### config.mk
export PLATFORM = sky130hd
export DESIGN_NAME = ma_stbuf
export DESIGN_NICKNAME = d
export VERILOG_FILES = /design/src/rtl/ma_stbuf_pkg.sv /design/src/rtl/ma_sb_fifo.sv /design/src/rtl/ma_stbuf.sv
export SDC_FILE = /design/constraint.sdc
export NUM_CORES = 1
export LEC_CHECK = 0
export CAP_MARGIN = 40
export CORE_MARGIN = 2
export CORE_UTILIZATION = 35
export CTS_BUF_LIST = sky130_fd_sc_hd__clkbuf_2
export DETAILED_ROUTE_END_ITERATION = 6
export PLACE_DENSITY = 0.65
export SLEW_MARGIN = 5
export SYNTH_ARGS = -nofsm -noshare
export SYNTH_HDL_FRONTEND = slang
export SYNTH_SLANG_ARGS = --single-unit
### constraint.sdc
create_clock -name clk -period 5.9 [get_ports clk]
set_clock_uncertainty 0.15 [all_clocks]
set_input_delay 1.475 -clock clk [delete_from_list [all_inputs] [get_ports clk]]
set_output_delay 1.475 -clock clk [all_outputs]
set_load 0.01 [all_outputs]
### src/rtl/ma_stbuf_pkg.sv
// Shared definitions for the memory-access stage with store buffer:
// funct3 width codes, byte-mask and load-extension helpers, FSM state types.
package ma_stbuf_pkg;

    localparam logic [2:0] F3_B  = 3'b000;
    localparam logic [2:0] F3_H  = 3'b001;
    localparam logic [2:0] F3_W  = 3'b010;
    localparam logic [2:0] F3_BU = 3'b100;
    localparam logic [2:0] F3_HU = 3'b101;

    typedef enum logic [1:0] {
        L_IDLE,
        L_WAIT,
        L_DONE
    } lsu_state_t;

    typedef enum logic {
        D_IDLE,
        D_BUSY
    } drain_state_t;

    // Bits [1:0] of funct3 select the size; signedness does not affect the mask.
    function automatic logic [3:0] byte_mask(input logic [2:0] width, input logic [1:0] lo);
        logic [3:0] base;
        case (width[1:0])
            2'b00:   base = 4'b0001;
            2'b01:   base = 4'b0011;
            default: base = 4'b1111;
        endcase
        return base << lo;
    endfunction

    function automatic logic [31:0] load_ext(input logic [31:0] d, input logic [2:0] width);
        logic [31:0] r;
        case (width)
            F3_B:    r = {{24{d[7]}}, d[7:0]};
            F3_H:    r = {{16{d[15]}}, d[15:0]};
            F3_BU:   r = {24'h0, d[7:0]};
            F3_HU:   r = {16'h0, d[15:0]};
            default: r = d;
        endcase
        return r;
    endfunction

endpackage

### src/rtl/ma_sb_fifo.sv
// Circular store buffer: head/tail/count bookkeeping plus per-entry overlap
// and cover flags against a query access, and youngest-match selection.
module ma_sb_fifo
    import ma_stbuf_pkg::*;
#(
    parameter int unsigned DEPTH = 4
) (
    input  logic                       clk,
    input  logic                       rst,
    input  logic                       en,
    input  logic                       push,
    input  logic [31:0]                push_addr,
    input  logic [2:0]                 push_width,
    input  logic [31:0]                push_data,
    input  logic                       pop,
    input  logic [31:0]                q_addr,
    input  logic [3:0]                 q_mask,
    output logic                       full,
    output logic                       empty,
    output logic [31:0]                head_addr,
    output logic [2:0]                 head_width,
    output logic [31:0]                head_data,
    output logic [DEPTH-1:0]           match_vec,
    output logic [DEPTH-1:0]           cover_vec,
    output logic [$clog2(DEPTH)-1:0]   hit_slot,
    output logic [31:0]                hit_data,
    output logic [1:0]                 hit_lo
);

    localparam int unsigned AW = $clog2(DEPTH);

    logic [31:0]   addr_q  [DEPTH];
    logic [2:0]    width_q [DEPTH];
    logic [31:0]   data_q  [DEPTH];
    logic [AW-1:0] head;
    logic [AW-1:0] tail;
    logic [AW:0]   count;

    logic do_push;
    logic do_pop;

    assign full    = (count == (AW+1)'(DEPTH));
    assign empty   = (count == '0);
    assign do_push = en && push && !full;
    assign do_pop  = en && pop && !empty;

    assign head_addr  = addr_q[head];
    assign head_width = width_q[head];
    assign head_data  = data_q[head];

    always_ff @(posedge clk) begin
        if (rst) begin
            head  <= '0;
            tail  <= '0;
            count <= '0;
        end else begin
            if (do_push) tail <= tail + 1'b1;
            if (do_pop)  head <= head + 1'b1;
            case ({do_push, do_pop})
                2'b10:   count <= count + 1'b1;
                2'b01:   count <= count - 1'b1;
                default: count <= count;
            endcase
        end
    end

    always_ff @(posedge clk) begin
        if (do_push) begin
            addr_q[tail]  <= push_addr;
            width_q[tail] <= push_width;
            data_q[tail]  <= push_data;
        end
    end

    always_comb begin
        logic [AW-1:0] age;
        logic [AW-1:0] slot;
        logic [3:0]    em;
        logic          valid;
        age       = '0;
        slot      = '0;
        em        = '0;
        valid     = 1'b0;
        match_vec = '0;
        cover_vec = '0;
        hit_slot  = '0;
        hit_data  = '0;
        hit_lo    = '0;
        for (int unsigned i = 0; i < DEPTH; i++) begin
            age   = AW'(i) - head;
            valid = ({1'b0, age} < count);
            em    = byte_mask(width_q[i], addr_q[i][1:0]);
            match_vec[i] = valid && (addr_q[i][31:2] == q_addr[31:2]) && |(em & q_mask);
            cover_vec[i] = match_vec[i] && ((em & q_mask) == q_mask);
        end
        // Walk oldest to youngest so the last match seen is the youngest.
        for (int unsigned k = 0; k < DEPTH; k++) begin
            slot = head + AW'(k);
            if (match_vec[slot]) begin
                hit_slot = slot;
                hit_data = data_q[slot];
                hit_lo   = addr_q[slot][1:0];
            end
        end
    end

endmodule

### src/rtl/ma_stbuf.sv
// Memory-access stage with writeback pass-through, extended loads, a FIFO
// store buffer draining in the background, store-to-load forwarding and fence.
module ma_stbuf
    import ma_stbuf_pkg::*;
#(
    parameter int unsigned SB_DEPTH = 4,
    parameter bit          FWD_EN   = 1'b1
) (
    input  logic        clk,
    input  logic        rst,
    input  logic        rdy,
    input  logic        in_we,
    input  logic [4:0]  in_waddr,
    input  logic [31:0] in_wdata,
    input  logic        in_mem_we,
    input  logic        in_mem_re,
    input  logic        in_fence,
    input  logic [2:0]  in_width,
    input  logic [31:0] in_addr,
    input  logic [31:0] in_mem_wdata,
    output logic        mem_req,
    output logic        mem_wr,
    output logic [31:0] mem_addr,
    output logic [2:0]  mem_width,
    output logic [31:0] mem_wdata,
    input  logic        mem_ack,
    input  logic [31:0] mem_rdata,
    output logic        wb_we,
    output logic [4:0]  wb_waddr,
    output logic [31:0] wb_wdata,
    output logic        stall_req
);

    localparam int unsigned AW = $clog2(SB_DEPTH);

    lsu_state_t   l_state;
    drain_state_t d_state;
    logic [31:0]  ld_data;

    logic          sb_full;
    logic          sb_empty;
    logic [31:0]   head_addr;
    logic [2:0]    head_width;
    logic [31:0]   head_data;
    logic [SB_DEPTH-1:0] match_vec;
    logic [SB_DEPTH-1:0] cover_vec;
    logic [AW-1:0] hit_slot;
    logic [31:0]   hit_data;
    logic [1:0]    hit_lo;

    logic        ld_overlap;
    logic        ld_fwd;
    logic        ld_miss;
    logic        issue_rd;
    logic        drain_start;
    logic        sb_push;
    logic        sb_pop;
    logic [1:0]  fwd_shift;
    logic [31:0] fwd_ext;

    assign ld_overlap  = |match_vec;
    assign ld_fwd      = FWD_EN && in_mem_re && ld_overlap && cover_vec[hit_slot];
    assign ld_miss     = in_mem_re && !ld_overlap;
    assign issue_rd    = (l_state == L_IDLE) && ld_miss && (d_state == D_IDLE);
    // A conflicting load must not block draining or it would wait forever.
    assign drain_start = !sb_empty && !ld_miss && (l_state == L_IDLE) && (d_state == D_IDLE);
    assign sb_push     = rdy && in_mem_we && !in_mem_re;
    assign sb_pop      = rdy && (d_state == D_BUSY) && mem_ack;
    assign fwd_shift   = in_addr[1:0] - hit_lo;
    assign fwd_ext     = load_ext(hit_data >> {fwd_shift, 3'b000}, in_width);

    ma_sb_fifo #(
        .DEPTH (SB_DEPTH)
    ) u_fifo (
        .clk        (clk),
        .rst        (rst),
        .en         (rdy),
        .push       (sb_push),
        .push_addr  (in_addr),
        .push_width (in_width),
        .push_data  (in_mem_wdata),
        .pop        (sb_pop),
        .q_addr     (in_addr),
        .q_mask     (byte_mask(in_width, in_addr[1:0])),
        .full       (sb_full),
        .empty      (sb_empty),
        .head_addr  (head_addr),
        .head_width (head_width),
        .head_data  (head_data),
        .match_vec  (match_vec),
        .cover_vec  (cover_vec),
        .hit_slot   (hit_slot),
        .hit_data   (hit_data),
        .hit_lo     (hit_lo)
    );

    always_comb begin
        stall_req = 1'b0;
        if (in_mem_re) begin
            case (l_state)
                L_IDLE:  stall_req = !ld_fwd;
                L_WAIT:  stall_req = 1'b1;
                default: stall_req = 1'b0;
            endcase
        end else if (in_mem_we) begin
            stall_req = sb_full;
        end else if (in_fence) begin
            stall_req = !sb_empty || (d_state != D_IDLE);
        end
    end

    always_ff @(posedge clk) begin
        if (rst) begin
            l_state   <= L_IDLE;
            d_state   <= D_IDLE;
            ld_data   <= '0;
            mem_req   <= 1'b0;
            mem_wr    <= 1'b0;
            mem_addr  <= '0;
            mem_width <= '0;
            mem_wdata <= '0;
            wb_we     <= 1'b0;
            wb_waddr  <= '0;
            wb_wdata  <= '0;
        end else if (rdy) begin
            case (l_state)
                L_IDLE: if (issue_rd) l_state <= L_WAIT;
                L_WAIT: if (mem_ack) begin
                    ld_data <= load_ext(mem_rdata, in_width);
                    l_state <= L_DONE;
                end
                default: l_state <= L_IDLE;
            endcase

            case (d_state)
                D_IDLE:  if (drain_start) d_state <= D_BUSY;
                default: if (mem_ack) d_state <= D_IDLE;
            endcase

            if (issue_rd) begin
                mem_req   <= 1'b1;
                mem_wr    <= 1'b0;
                mem_addr  <= in_addr;
                mem_width <= in_width;
                mem_wdata <= '0;
            end else if (drain_start) begin
                mem_req   <= 1'b1;
                mem_wr    <= 1'b1;
                mem_addr  <= head_addr;
                mem_width <= head_width;
                mem_wdata <= head_data;
            end else if (mem_ack) begin
                mem_req <= 1'b0;
            end

            if (stall_req) begin
                wb_we <= 1'b0;
            end else begin
                wb_waddr <= in_waddr;
                if (in_mem_re && (l_state == L_DONE)) begin
                    wb_we    <= in_we;
                    wb_wdata <= ld_data;
                end else if (ld_fwd) begin
                    wb_we    <= in_we;
                    wb_wdata <= fwd_ext;
                end else if (in_fence) begin
                    wb_we    <= 1'b0;
                    wb_wdata <= in_wdata;
                end else begin
                    wb_we    <= in_we;
                    wb_wdata <= in_wdata;
                end
            end
        end
    end

endmodule

* After elaboration in Yosys (flattened, before gate mapping)
Memories as Yosys holds them, arrays and structs flattened. A register that Yosys moved wholly into a read port is not among the register bits.
Cells that the tools add are included.
** Storage, ports and cells
- Word-level logic and storage cells :: 194
- Register bits :: 149
- Output and inout port bits :: 108
- Memories kept :: 3
- Bits in writable memories :: 268
** Cells by class
- Eq/ne operators :: 23
- Add/sub/neg operators :: 11
- Bitwise logic cells :: 6
- $lt $le $gt $ge :: 9
- Reductions and logical operators :: 57
- Multiplexer cells :: 65
- Shifts and indexed selects :: 6
** Memories
- u_fifo.addr_q :: depth 4, width 32, read ports 8, clocked after memory_dff 1, wr ports 1, line ma_sb_fifo.sv:32 : logic [31:0] addr_q [DEPTH];
- u_fifo.data_q :: depth 4, width 32, read ports 4, clocked after memory_dff 1, wr ports 1, line ma_sb_fifo.sv:34 : logic [31:0] data_q [DEPTH];
- u_fifo.width_q :: depth 4, width 3, read ports 5, clocked after memory_dff 1, wr ports 1, line ma_sb_fifo.sv:33 : logic [2:0] width_q [DEPTH];
** Operator list (count)
- $mux W32 :: 10
- $pmux W32 S4 :: 2
- $eq A30 B30 Y1 :: 4
- $pmux W4 S2 :: 5
- $mux W2 :: 16
- $shr A32 B5 Y32 :: 1
- $logic_and A1 B1 Y1 :: 29
- $mux W1 :: 22
- $reduce_or A4 Y1 :: 5
- $shl A4 B2 Y4 :: 5
- $and A4 B4 Y4 :: 4
- $eq A4 B4 Y1 :: 4
- $lt A2 B3 Y1 const B :: 5
- $eq A2 B1 Y1 const B :: 7
- $logic_not A2 Y1 :: 6
- $lt A2 B3 Y1 :: 4
- $bmux W1 S2 :: 5
- $eq A3 B3 Y1 const B :: 3
- $logic_not A1 Y1 :: 6
- $logic_not A3 Y1 :: 2
- $mux W3 :: 2
- $pmux W3 S2 :: 1
- $reduce_and A2 Y1 :: 3
- $reduce_and A3 Y1 :: 2
- other kinds (16) :: 24

* Depth between registers and ports, before layout
Gate-level depths: netlist of the first run.
- Depth after elaboration :: 20
- Mapped depth :: 28
- Gate-level depth less buffers :: 22

* By module
Synthesis of the first run repeated with hierarchy kept, for this count alone.
** Second synthesis, totals
- Cell total of the unflattened synthesis :: 1985
- Area total of the unflattened synthesis :: 22173.8 µm²
** Modules (own cells, without submodules)
- ma_sb_fifo :: times used 1, cells an instance 1177, area an instance 15539.9 µm²
- ma_stbuf :: times used 1, cells an instance 808, area an instance 6633.9 µm²

* Worst setup path before layout of the first run
No wires, ideal clock.
- Kind :: input to register
- Start point :: input in_addr[18]
- End point :: register wb_wdata[25]
- Slack :: -0.103 ns
- Setup time :: 0.060 ns
- Stages :: 22
- Data arrival time :: 5.793 ns
- Data required time :: 5.690 ns
- Cell sequence :: buf_2 > xor2_1 > nor4_1 > nand3_1 > a2111oi_4 > o2bb2a_2 > buf_6 > mux2i_1 > clkbuf_1 > a31oi_1 > a211oi_1 > a21oi_1 > o21ai_0 > ha_1 > xor2_1 > a21o_1 > buf_6 > nand2_4 > or4_4 > o2111ai_4 > buf_6 > o311a_1
** Between the ends
- Cells in the longest elaborated chain, start to end :: 17
- Elaborated cells between the ends (all ways) :: 51
- Those cells by class :: add/sub: 1; eq/ne: 4; shift: 1; mux: 27; bitwise: 1; reduce/logical: 17
** RTL lines
- from (decl) :: line ma_stbuf.sv:19 : input logic [31:0] in_addr,
- parallel branches: the longest is 17 deep, another holds $sub A2 B2 Y2
- to (signal assigned) :: line ma_stbuf.sv:162 : wb_wdata <= ld_data;
- to (signal assigned) :: line ma_stbuf.sv:165 : wb_wdata <= fwd_ext;
- to (signal assigned) :: line ma_stbuf.sv:168 : wb_wdata <= in_wdata;
- to (decl) :: line ma_stbuf.sv:30 : output logic [31:0] wb_wdata,
Several ways; the timed one is not identified. The select of a mux whose other input is x is not followed.
A chain may end at the register's enable or synchronous reset.

* Worst setup path after layout of the first run
- Start point :: input in_addr[27]
- End point :: output stall_req
** Between the ends
- Cells in the longest elaborated chain, start to end :: 15
- Elaborated cells between the ends (all ways) :: 36
- Those cells by class :: eq/ne: 4; mux: 16; reduce/logical: 16
** RTL lines
- $eq A30 B30 Y1 :: line ma_sb_fifo.sv:93 : match_vec[i] = valid && (addr_q[i][31:2] == q_addr[31:2]) && |(em & q_mask);
- $logic_and A1 B1 Y1 (2 in a row) :: line ma_sb_fifo.sv:93
- $bmux W1 S2 :: line ma_sb_fifo.sv:99 : if (match_vec[slot]) begin
- $mux W1 (implied by the code) :: line ma_sb_fifo.sv:99
- $mux W2 (4 in a row) :: line ma_sb_fifo.sv:99
- $bmux W1 S2 :: line ma_stbuf.sv:62 : assign ld_fwd = FWD_EN && in_mem_re && ld_overlap && cover_vec[hit_slot];
- $mux W1 (implied by the code) :: line ma_stbuf.sv:62
- $logic_and A1 B1 Y1 * :: line ma_stbuf.sv:62
- $logic_not A1 Y1 * :: line ma_stbuf.sv:101 : L_IDLE: stall_req = !ld_fwd;
- $pmux W1 S2 * :: line ma_stbuf.sv:100 : case (l_state)
- $mux W1 * :: line ma_stbuf.sv:99 : if (in_mem_re) begin
- to (decl) :: line ma_stbuf.sv:31 : output logic stall_req
Every way passes the cells marked *; elsewhere a longest branch is shown, timed or not. The select of a mux whose other input is x is not followed.

==> results of run 1 <==
cell usage in the layout, fill, tap and decap left out, types with 82 or more instances in the layout:
master | netlist | routed
clkdlybuf4s50_1 | 0 | 215
nor2_1 | 195 | 187
dfxtp_1 | 151 | 147
clkbuf_2 | 0 | 175
edfxtp_1 | 268 | 268
nor3_1 | 87 | 82
buf_4 | 4 | 287
nand2_1 | 142 | 140
mux4_2 | 107 | 107
a21oi_1 | 137 | 131
kinds of logic (layout without fill, tap and decap cells):
kind of cell,count (synthesis),count (layout),synth area share
simple gates,635,636,0.133
compound gates,463,463,0.143
flops,419,419,0.484
buf+inv,206,805,0.0401
mux,187,187,0.142
xor+xnor,127,127,0.0513
fa+ha+maj,11,11,0.00635
other cells,0,4,0
registers in the layout, indices dropped and copies added, names as in the netlist, named ones only:
signal / flops
d_state: 1
l_state: 2
ld_data: 32
mem_addr: 32
mem_req: 1
mem_wdata: 32
mem_width: 3
mem_wr: 1
u_fifo.addr_q: 128
u_fifo.count: 3
u_fifo.data_q: 128
u_fifo.head: 2
u_fifo.tail: 2
u_fifo.width_q: 12
wb_waddr: 5
wb_wdata: 32
wb_we: 1
final cells by class:
| type | count | area share |
|---|---|---|
| diodes | 4 | 0.000331 |
| inverters | 19 | 0.00236 |
| multi-input cells | 1424 | 0.384 |
| repair buffers | 585 | 0.177 |
| clock inverters | 37 | 0.00651 |
| well taps | 855 | 0.0354 |
| clock buffers | 164 | 0.0272 |
| flip-flops and latches | 419 | 0.367 |
critical path, cell delays in order:
cell and delay, ns:
dlygate4sd2_1 0.29, xnor2_1 0.34, nand4_1 0.17, nor4_2 0.28, nand4_2 0.20, o211ai_1 0.21
a21o_1 0.19, or4b_4 0.46, o211ai_1 0.15, nand3_1 0.16, nor2_2 0.14, o21ai_2 0.08
buf_6 0.14
power by group through the flow:
| stage | registers (uW) | clock network, uW | logic [uW] |
|---|---|---|---|
| after floorplan | 3320 | 0 | 338 |
| after global placement | 3310 | 0 | 807 |
| after CTS | 3250 | 2100 | 832 |
| after global routing | 3260 | 2250 | 928 |
| after detailed placement | 3310 | 0 | 817 |
| final | 3250 | 2040 | 873 |
per-stage QoR:
stage           util  instances
3_3_place_gp   0.434       3247
2_1_floorplan      -       2048
6_report       0.468       3507
5_1_grt        0.468       3506
3_5_place_dp   0.435       3252
4_1_cts        0.460       3493
layer usage:
layer	global-route usage	vias up
met2	0.382	951
met3	0.0475	127
met5	0	-
li1	-	8961
met1	0.315	9870
met4	0.0774	8
worst paths after layout:
check                             from            end  slack (ns)
hold / removal           mem_wdata[15]  mem_wdata[15]        0.31
setup reg to reg  u_fifo.addr_q[2][11]   wb_wdata[25]        0.29
setup / recovery           in_addr[27]      stall_req       -0.03
hold reg to reg          mem_wdata[15]  mem_wdata[15]        0.31
timing repair:
item / in CTS / in global routing
resized for setup: 98 / 107
endpoints found under the setup margin: 1 / 39
buffers inserted: 40 / 13
cloned: 0 / 6
pin swaps: 23 / 47
==> impl_metrics.csv, run 1 <==
group,metric,value,unit
outcome,failed_checks,"setup timing",
setup_path,critPathKind,"input port to output pin",
cells_and_area,final.fill_count,5895,
synth,synth_cells,2048,
synth,synth_top_area_share,0.352,
cells_and_area,multiInputGateArea,0.0116,mm2
power_and_ir_drop,combPwrFrac,0.142,
grt,antenna_found_initial,9,
clocking,cts_buffers,107,
power_and_ir_drop,pwr-share-clk,0.332,
setup_path,endpoint_kind,"output pin",
cells_and_area,seq_area,0.0111,mm2
power_and_ir_drop,switching_share,0.284,
detailed_routing,dr_wl_met2,38600,um
grt,grt_pass1_vias,20000,
placed_design,placed_area,0.0281,mm2
sta,hold_viol,0,
detailed_routing,drtAntennaViolNets,0,
floorplan,start_util,0.355,
power_and_ir_drop,pwr-share-seq,0.527,
grt,grt_pass1_wl,121000,um
sta,setup_viol,1,
cells_and_area,areaGrowthSynthToFinish,32.1,%
synth,yosysWarnings,0,
floorplan,io_pins,252,
synth,synth_cell_types,99,
sta,rsz0062_at_grt,"true",
placed_design,place_hpwl,56700,um
synth,synthTopCellsByArea,"edfxtp_1, dfxtp_1, mux4_2, nor2_1, xnor2_1",
detailed_routing,viasPerCell,5.68,
detailed_routing,wl,81600,um
grt,grt_max_degree,77,
floorplan,core-area,0.0645,mm2
synth,seq_area_frac_synth,0.484,
setup_path,cp-start-kind,"input port",
detailed_routing,first_pass_iters,6,
floorplan,design.die.area,0.0674,mm2
synth,yosysMostFrequentCell,"edfxtp_1",
setup_path,r2r_cells,32,
sta,whs,0.308,ns
detailed_routing,top_layer_used,"met5",
setup_path,cp_data_required_time,4.28,ns
flow_run,maxCapViolCount,0,
hold_path,hold_path.class,"flop to flop",
grt,globalRouteTotalUtil,0.235,
detailed_routing,wl_per_cell,23.3,um
detailed_routing,drcViolationCount,0,
clocking,cts_hold_buf,0,
power_and_ir_drop,power_density,204,mW/mm2
detailed_routing,num_vias,19900,
clocking,root_buffer,"clkbuf_2",
sta,fin_tns_setup,-0.0304,ns
power_and_ir_drop,p_int,4410,uW
synth,synth-edff-count,268,
sta,final_max_slew_viol_count,0,
power_and_ir_drop,ir_worst_vdd,0.0000964,V
synth,synth_nets,2203,
placed_design,dp_slack,-0.942,ns
detailed_routing,wl_met3,6890,um
clocking,htreeDepth,3,
power_and_ir_drop,power.leakage,0.0104,uW
sta,worstMarginPinSlew,0.978,ns
sta,fmax,169,MHz
cells_and_area,fin_area,0.0302,mm2
sta,post-route-period-util,1.01,
cells_and_area,drive_gt1_frac,0.299,
floorplan,row_count,93,
setup_path,critPathMaxFanout,4,
sta,setup_slack,-0.0304,ns
sta,slew_headroom,0.343,
synth,synth_top_area_cell,"edfxtp_1",
sta,min_period,5.93,ns
synth,ys_ff_latch,419,
clocking,clock_latency,1.21,ns
detailed_routing,route.layer.met1.wl,34200,um
power_and_ir_drop,power.switching,1750,uW
synth,synth_area,0.0229,mm2
floorplan,die_x,260,um
placed_design,globalplace.congestion,0.924,
synth,synth_ff_type,"edfxtp_1",
power_and_ir_drop,power,6160,uW
outcome,status,"complete, but fails checks",
floorplan,die_y,260,um
clocking,clkTransAtPathRegs,0.10,ns
clocking,clock_tree.buffer_depth,3,
clocking,cts_tree,"built",
placed_design,port_buffers,251,
grt,overflow,0,
cells_and_area,fin_nets,2711,
detailed_routing,drtIter0Drc,1832,
clocking,cts_sinks,419,
synth,synthTopCellsByCount,"edfxtp_1, nor2_1, dfxtp_1",
setup_path,arrival,4.31,ns
synth,avgSynthCellArea,11.2,um2
synth,synth-async-reset-ratio,0,
hold_path,min_delay_path_depth,2,
(Power assumes the default switching activity.)
==> inputs of run 2 (changes only) <==
--- a/config.mk
+++ b/config.mk
@@ -5,6 +5,7 @@
 export SDC_FILE = /design/constraint.sdc
 export NUM_CORES = 1
 export LEC_CHECK = 0
+export ABC_CLOCK_PERIOD_IN_PS = 5900
 export CAP_MARGIN = 40
 export CORE_MARGIN = 2
 export CORE_UTILIZATION = 35
==> results of run 2 <==
The final DEF is identical to that of run 1; final timing and power are the same.
